`config.mk`:
```
export PLATFORM = sky130hd
export DESIGN_NAME = ibox_sched
export DESIGN_NICKNAME = d
export VERILOG_FILES = /design/src/rtl/ibox_sched.sv
export SDC_FILE = /design/constraint.sdc
export NUM_CORES = 1
export LEC_CHECK = 0
export CORE_AREA = 2 2 246 248
export DETAILED_ROUTE_END_ITERATION = 8
export DIE_AREA = 0 0 248 250
export GPL_ROUTABILITY_DRIVEN = 0
export SLEW_MARGIN = 20
export SYNTH_ARGS = -nofsm -noshare
export SYNTH_HDL_FRONTEND = slang
export SYNTH_SLANG_ARGS = --single-unit
```
`constraint.sdc`:
```
create_clock -name clk -period 2.32 [get_ports clk]
set_input_delay 0.232 -clock clk [delete_from_list [all_inputs] [get_ports clk]]
set_output_delay 0.232 -clock clk [all_outputs]
set_load 0.005 [all_outputs]
```
`src/rtl/ibox_sched.sv`:
```
// Two-port round-robin scheduler in front of a shared Ibox.
// It keeps one op in flight, holds the Ibox operands stable and returns tagged results.
module ibox_sched #(
  parameter int MUL_LATENCY = 4,
  parameter int TAG_W       = 4
) (
  input  logic             clk,
  input  logic             rst,

  input  logic             req0_valid,
  output logic             req0_ready,
  input  logic [63:0]      req0_a,
  input  logic [63:0]      req0_b,
  input  logic [30:0]      req0_control,
  input  logic [TAG_W-1:0] req0_tag,

  input  logic             req1_valid,
  output logic             req1_ready,
  input  logic [63:0]      req1_a,
  input  logic [63:0]      req1_b,
  input  logic [30:0]      req1_control,
  input  logic [TAG_W-1:0] req1_tag,

  output logic [63:0]      ibox_a,
  output logic [63:0]      ibox_b,
  output logic [30:0]      ibox_control,
  input  logic [63:0]      ibox_result,
  input  logic             ibox_flag,

  output logic             resp_valid,
  input  logic             resp_ready,
  output logic             resp_port,
  output logic [TAG_W-1:0] resp_tag,
  output logic [63:0]      resp_result,
  output logic             resp_ovf,
  output logic             busy
);

  typedef enum logic [1:0] {
    IDLE = 2'd0,
    EXEC = 2'd1,
    RESP = 2'd2
  } state_e;

  state_e           state_q, state_d;
  logic [3:0]       cnt_q, cnt_d;
  logic [63:0]      a_q, a_d;
  logic [63:0]      b_q, b_d;
  logic [30:0]      ctrl_q, ctrl_d;
  logic [TAG_W-1:0] tag_q, tag_d;
  logic             port_q, port_d;
  logic             ovf_q, ovf_d;
  logic             last_grant_q, last_grant_d;

  logic             grant0, grant1;
  logic             can_issue;
  logic             xfer;
  logic [30:0]      sel_ctrl;

  // Multiply-class ops (7..9) occupy the Ibox for MUL_LATENCY cycles; all others, 10..15 included, take one.
  function automatic logic [3:0] exec_cycles(input logic [3:0] alu);
    if (alu == 4'd7 || alu == 4'd8 || alu == 4'd9) begin
      return 4'(MUL_LATENCY);
    end
    return 4'd1;
  endfunction

  // On a tie the port that was not granted last wins; last_grant_q resets to 1 so port 0 wins first.
  assign grant0    = req0_valid & (~req1_valid | last_grant_q);
  assign grant1    = req1_valid & (~req0_valid | ~last_grant_q);
  assign can_issue = (state_q == IDLE) & ~rst;

  assign req0_ready = can_issue & grant0;
  assign req1_ready = can_issue & grant1;
  assign xfer       = (req0_valid & req0_ready) | (req1_valid & req1_ready);
  assign sel_ctrl   = req1_ready ? req1_control : req0_control;

  always_comb begin
    state_d      = state_q;
    cnt_d        = cnt_q;
    a_d          = a_q;
    b_d          = b_q;
    ctrl_d       = ctrl_q;
    tag_d        = tag_q;
    port_d       = port_q;
    ovf_d        = ovf_q;
    last_grant_d = last_grant_q;

    case (state_q)
      IDLE: begin
        if (xfer) begin
          a_d          = req1_ready ? req1_a   : req0_a;
          b_d          = req1_ready ? req1_b   : req0_b;
          tag_d        = req1_ready ? req1_tag : req0_tag;
          ctrl_d       = sel_ctrl;
          port_d       = req1_ready;
          last_grant_d = req1_ready;
          cnt_d        = exec_cycles(sel_ctrl[22:19]);
          ovf_d        = 1'b0;
          state_d      = EXEC;
        end
      end
      EXEC: begin
        cnt_d = cnt_q - 4'd1;
        // The flag is combinational off the held operands, so it is captured on the last EXEC edge.
        if (cnt_q == 4'd1) begin
          ovf_d   = ibox_flag;
          state_d = RESP;
        end
      end
      RESP: begin
        if (resp_ready) begin
          state_d = IDLE;
        end
      end
      default: begin
        state_d = IDLE;
      end
    endcase
  end

  always_ff @(posedge clk) begin
    if (rst) begin
      state_q      <= IDLE;
      cnt_q        <= 4'd0;
      a_q          <= 64'd0;
      b_q          <= 64'd0;
      ctrl_q       <= 31'd0;
      tag_q        <= '0;
      port_q       <= 1'b0;
      ovf_q        <= 1'b0;
      last_grant_q <= 1'b1;
    end else begin
      state_q      <= state_d;
      cnt_q        <= cnt_d;
      a_q          <= a_d;
      b_q          <= b_d;
      ctrl_q       <= ctrl_d;
      tag_q        <= tag_d;
      port_q       <= port_d;
      ovf_q        <= ovf_d;
      last_grant_q <= last_grant_d;
    end
  end

  // Every output is forced low while rst is high, even before the reset edge lands.
  assign ibox_a       = rst ? 64'd0 : a_q;
  assign ibox_b       = rst ? 64'd0 : b_q;
  assign ibox_control = (rst || state_q == IDLE) ? 31'd0 : ctrl_q;

  assign busy        = ~rst & (state_q != IDLE);
  assign resp_valid  = ~rst & (state_q == RESP);
  assign resp_port   = resp_valid & port_q;
  assign resp_tag    = resp_valid ? tag_q : '0;
  assign resp_result = resp_valid ? ibox_result : 64'd0;
  assign resp_ovf    = resp_valid & ovf_q;

  a_one_grant: assert property (@(posedge clk) !(req0_ready && req1_ready));
  a_no_grant_busy: assert property (@(posedge clk) busy |-> !(req0_ready || req1_ready));
  a_resp_hold: assert property (@(posedge clk) disable iff (rst)
    (resp_valid && !resp_ready) |=> (resp_valid && $stable(resp_tag) && $stable(resp_port)
                                     && $stable(resp_result) && $stable(resp_ovf)));
  a_ibox_hold: assert property (@(posedge clk) disable iff (rst)
    (busy && state_q != RESP) |=> ($stable(ibox_a) && $stable(ibox_b) && $stable(ibox_control)));

endmodule

```
* Word level (Yosys, flattened, before mapping) *
Index checks and enable logic that the tools add are counted.

cells by class
  $add $sub $neg = 1
  reduce and logical (&&, ||, !) cells = 10
  bitwise gates (word level) = 18
  muxes and demuxes = 23
  eq/ne operators = 9

operators with widths
  operator                                          number
  2-to-1 mux 64 bit                                 5
  2-to-1 mux 31 bit                                 2
  2-to-1 mux 4 bit                                  5
  bitwise AND 1 bit                                 11
  == test 4 bit, second input constant              2
  one-hot mux 4 bit (2 select lines)                1
  2-to-1 mux 2 bit                                  3
  != test 2 bit, second input constant              3
  one-hot mux 2 bit (3 select lines)                1
  AND reduction 3 bit                               2
  2-to-1 mux 1 bit                                  5
  == test 4 x 1 -> 1 bit, second input constant     1
  == test 4 x 3 -> 1 bit, second input constant     1
  NOT 1 bit                                         4
  AND reduction 2 bit                               2
  nonzero test 2 bit                                2
  subtractor 4 x 1 -> 4 bit, second input constant  1
  logical OR 1 bit                                  3
  OR 1 bit                                          3
  == test 2 x 1 -> 1 bit, second input constant     1
  == test 2 bit, second input constant              1
  logical NOT 2 bit                                 1
  one-hot mux 1 bit (2 select lines)                1

storage, ports and cells
  logic and storage cells = 70
  output and inout port bits = 233
  input port bits = 396
  register bits = 172

* Longest topological paths before layout *
Gate-level depths: netlist of the first run.

  depth in word-level cells = 14
  depth in mapped cells = 7

* Least setup slack after synthesis of the first run *
Ideal clock, no wire load.

  path kind = register to register
  from = reg state_q[1]
  to = reg last_grant_q
  data arrival time = 1.310 ns
  library setup time = 0.120 ns
  path buffers = 2
  clock period less this slack = 1.429 ns
  cell stages (with the launch flop) = 6
  slack = 0.891 ns
  cells stage by stage = dfxtp_1 nor3_2 nand3_2 buf_2 buf_2 a211o_1

on the way
  word-level cells in the longest chain between the ends = 6
  elaborated cells between the ends (all ways) = 8
  classes of those cells = 6 x bitwise; 2 x reduce/logical

ends and longest elaborated chain
  element                                      line    source
  start, declared                              45      state_e state_q, state_d;
  start signal, assigned                       134     state_q <= state_d;
  logical NOT 2 bit *                          71, 89
  bitwise AND 1 bit                            71      assign can_issue = (state_q == IDLE) & ~rst;
  bitwise AND 1 bit, on equally long branches  73, 74
  bitwise AND 1 bit                            75      assign xfer = (req0_valid & req0_ready) | (req1_valid & req1_ready);
  OR 1 bit                                     75
  AND reduction 2 bit (no source line)         --
  end signal, assigned                         142     last_grant_q <= last_grant_d;
  end, declared                                53      logic last_grant_q, last_grant_d;

Every way passes the cells marked *; elsewhere a longest branch is shown, timed or not.
A chain may end at the register's enable or synchronous reset.

* Final worst setup path of the first run *
  from = reg state_q[0]
  to = out resp_valid

on the way
  word-level cells in the longest chain between the ends = 2

ends and longest elaborated chain
  element            line  source
  == test 2 bit      152   assign resp_valid = ~rst & (state_q == RESP);
  bitwise AND 1 bit  152
  end, declared      30    output logic resp_valid,

No other way between the ends.

==> summary.md, run 1 <==
| Metric | Value |
|---|---|
| Fmax | 0.446 GHz |
| Synth cell types | 34 |
| Starting Density | 14.5% |
| Crit path DAT | 2.01 ns |
| Share of cells above drive strength 1 | 5.18% |
| CTS root buffer | clkbuf_16 |
| Post-DP Area | about 0.016 sq mm |
| Slew headroom | 64.4% |
| Setup violators final | 0 |
| Reg2reg setup slack | 0.54 ns |
| Ports | 629 |
| CTS tree | built |
| Synthesized instance count | 1207 |
| Vias in the first global route | 10840 |
| Gr usage total | 14.4% |
| Post-Syn Nets | roughly 1600 |
| Routed length per instance | 17.9 um |
| Period utilization | 96.7% |
| Design Area, Final | 0.0166 sq mm |
| Nets | 2201 |
| Clk buf depth | 2 |
| Tot Pwr | approximately 9 mW |
| Die X | approximately 250 um |
| DIE AREA | ~0.062 sq mm |
| Via Count | 10652 |
| Post-synth top flop | dfxtp_1 |
| Multi-input logic area | 0.00473 sq mm |
| Total CTS buffers | 17 |
| Worst hold endpoint | b_q[33]$_SDFFE_PP0P_ |
| Commonest non-fill, non-tap cell in the layout | clkdlybuf4s50_1 |
| CP required | 2.09 ns |
| Clk_lat worst skew | 0.47 ns |
| Outcome | finished clean |
| Clock sink total | 172 |
| Reg2reg path depth | 7 |
| Clock Skew | roughly 0.0087 ns |
| Register area | between 0.003 and 0.004 sq mm |
| Syn_area_per_cell | 7.14 sq um |
| Routed WL | 46.6 mm |
| Via-to-Cell Ratio | 4.10 |
| Drc violations | 0 |
| Reg-to-Reg End | a_q[55]$_SDFFE_PP0P_ |
| Worst setup path class | flop to primary output |
| HP Start | rst |
| Crit path time final | about 2.2 ns |
| Syn-to-layout area delta | 92.4% |
| Core Rows | 90 |
| Register area share after synthesis | 40.0% |
| HPWL after detailed placement | 36.9 mm |
| Peak supply drop | 0.551 mV |
| Worst-path clk slew | about 0.070 ns |
| Hold/Removal Path Class | input pin to flop |
| Most frequent cells in the layout | clkdlybuf4s50_1 (557), nand2_1 (328), nor2_1 (170), dfxtp_1 (170) |
| Htree depth | 4 |
| Synth Cell Area | 0.00861 sq mm |
| Fill count | between 6000 and 7000 |
| Drt pass-1 iters | 5 |
| Slew Limit Fails | 0 |
| Final hold violations | 0 |
| Hold depth | 4 |
| IO Port Bufs | 628 |
| Area of the core | 0.0596 sq mm |
| First-pass GRT wire length | 65.9 mm |
| Startpoint Class | flop |
| Antenna violations before repair | 2 |
| Yosys reg bits | 172 |
| Iteration-0 DRC Markers | 436 |
| Largest net degree at the start of global routing | 86 |
| EDFF count, synth | 0 |
| Synth warn | 0 |
| Die height | 250 um |
| Leak | 6.47 nW |
| Routed Antenna Nets | 0 |
| Crit path max fanout | 23 |
| Measured slew at the worst slew-check pin | 0.528 ns |
| Async set-or-reset flop fraction in the synthesized netlist | 0% |
| Global route overflow | 0 |
| Max-Cap Viols | 0 |
| Setup crit end kind | primary output |
| Power density over the cells | 536 mW/mm^2 |
| Worst r2r src | state_q[0]$_SDFFE_PP0P_ |
-- per-stage QoR --
step | utilization [%] | std cells | setup TNS (ns) | hold WS (ns) | worst slack (ns)
4_1_cts | 27.8 | 2597 | 0 | 0.268 | 0.00164
5_1_grt | 27.8 | 2598 | -0.00243 | 0.281 | -0.00243
2_1_floorplan | - | 1207 | 0 | 0.385 | 0.891
3_5_place_dp | 26.8 | 2561 | 0 | 0.469 | 0.236
3_3_place_gp | 26.8 | 2561 | 0 | 0.466 | 0.252
6_report | 27.8 | 2599 | 0 | 0.323 | 0.0758
-- cell families after synthesis --
logic type / after synthesis / share of synthesized area [%]
compound gates: 177 / 13.9
xor+xnor: 1 / 0.102
fa+ha+maj: 2 / 0.290
buf+inv: 105 / 5.65
flops: 172 / 40.0
simple gates: 750 / 40.1
-- worst max-delay path, cell delays in order, from the launching register on --
cell and delay, ns:
dfxtp_4 0.37, nand2b_4 0.16, nor2_4 0.12, buf_12 0.12, bufbuf_16 0.27, clkdlybuf4s50_1 0.51
-- Yosys cell counts (all sizes together) (4+ instances only) --
cell | count | area share (%)
a21oi | 5 | 0.29
nand2b | 5 | 0.36
and2 | 100 | 7.3
a311oi | 35 | 3.6
nor2b | 129 | 9.4
nand2 | 328 | 14
o21ai | 5 | 0.29
nor2 | 172 | 7.5
a31oi | 129 | 9.4
clkbuf | 53 | 2.3
nand3 | 5 | 0.35
dfxtp | 172 | 40
inv | 4 | 0.17
buf | 48 | 3.2
-- registers in the layout (all words and copies together), names as in the netlist --
name          flops
a_q              64
b_q              64
cnt_q             4
ctrl_q           31
last_grant_q      1
ovf_q             1
port_q            1
state_q           2
tag_q             4
-- layer usage --
| metal | wire length, um | vias to the layer above | GRT usage, % | share of wire, % |
|---|---|---|---|---|
| li1 | - | 5149 | - | - |
| met1 | 16700 | 4945 | 14.2 | 36 |
| met2 | 22700 | 498 | 25.4 | 49 |
| met3 | 4500 | 60 | 5.18 | 9.7 |
| met4 | 2700 | 0 | 9.14 | 5.8 |
| met5 | 0 | - | 0 | 0 |
-- power breakdown --
group / internal, mW / total (mW) / switching, mW / leakage, nW
clock network: 1.52 / 2.88 / 1.37 / 0.269
registers: 3.37 / 3.48 / 0.108 / 1.43
logic: 1.47 / 2.52 / 1.05 / 4.77
-- final cells by class --
cell class                 instances  share of cell area (%)
timing repair buffer             678                    41.2
multi-input combinational        930                    28.5
sequential                       172                    20.8
tap                              782                    5.90
clock buffer                      20                    2.70
clock inverter                    12                   0.687
inverter                           4                   0.136
antenna                            1                  0.0151
-- what timing repair did --
action | 4_1_cts | 5_1_grt
buffers inserted | 3 | 1
resized for setup | 84 | 4
endpoints found under the setup margin | 103 | 17
pin swaps | 2 | 1
cloned | 1 | 0
hold buffers | 0 | 0
-- worst max-delay path by stage --
stage               slack, ns               startpoint                   endpoint
finish                   0.08  state_q[0]$_SDFFE_PP0P_                 resp_valid
global route           -0.002  state_q[0]$_SDFFE_PP0P_                 resp_valid
CTS                     0.002  state_q[0]$_SDFFE_PP0P_                 resp_valid
detailed placement       0.24               req1_valid       a_q[55]$_SDFFE_PP0P_
global placement         0.25  state_q[0]$_SDFFE_PP0P_            resp_result[58]
floorplan                0.89  state_q[1]$_SDFFE_PP0P_  last_grant_q$_SDFFE_PP1P_
Power figures use the tool's default switching activity.
==> run 2, diff against run 1 <==
CAP_MARGIN = 10   (was unset)
HOLD_SLACK_MARGIN = 0.05   (was unset)
SLEW_MARGIN = 40   (was 20)
==> results of run 2 <==
No change in the layout: final DEF, timing and power equal those of run 1.
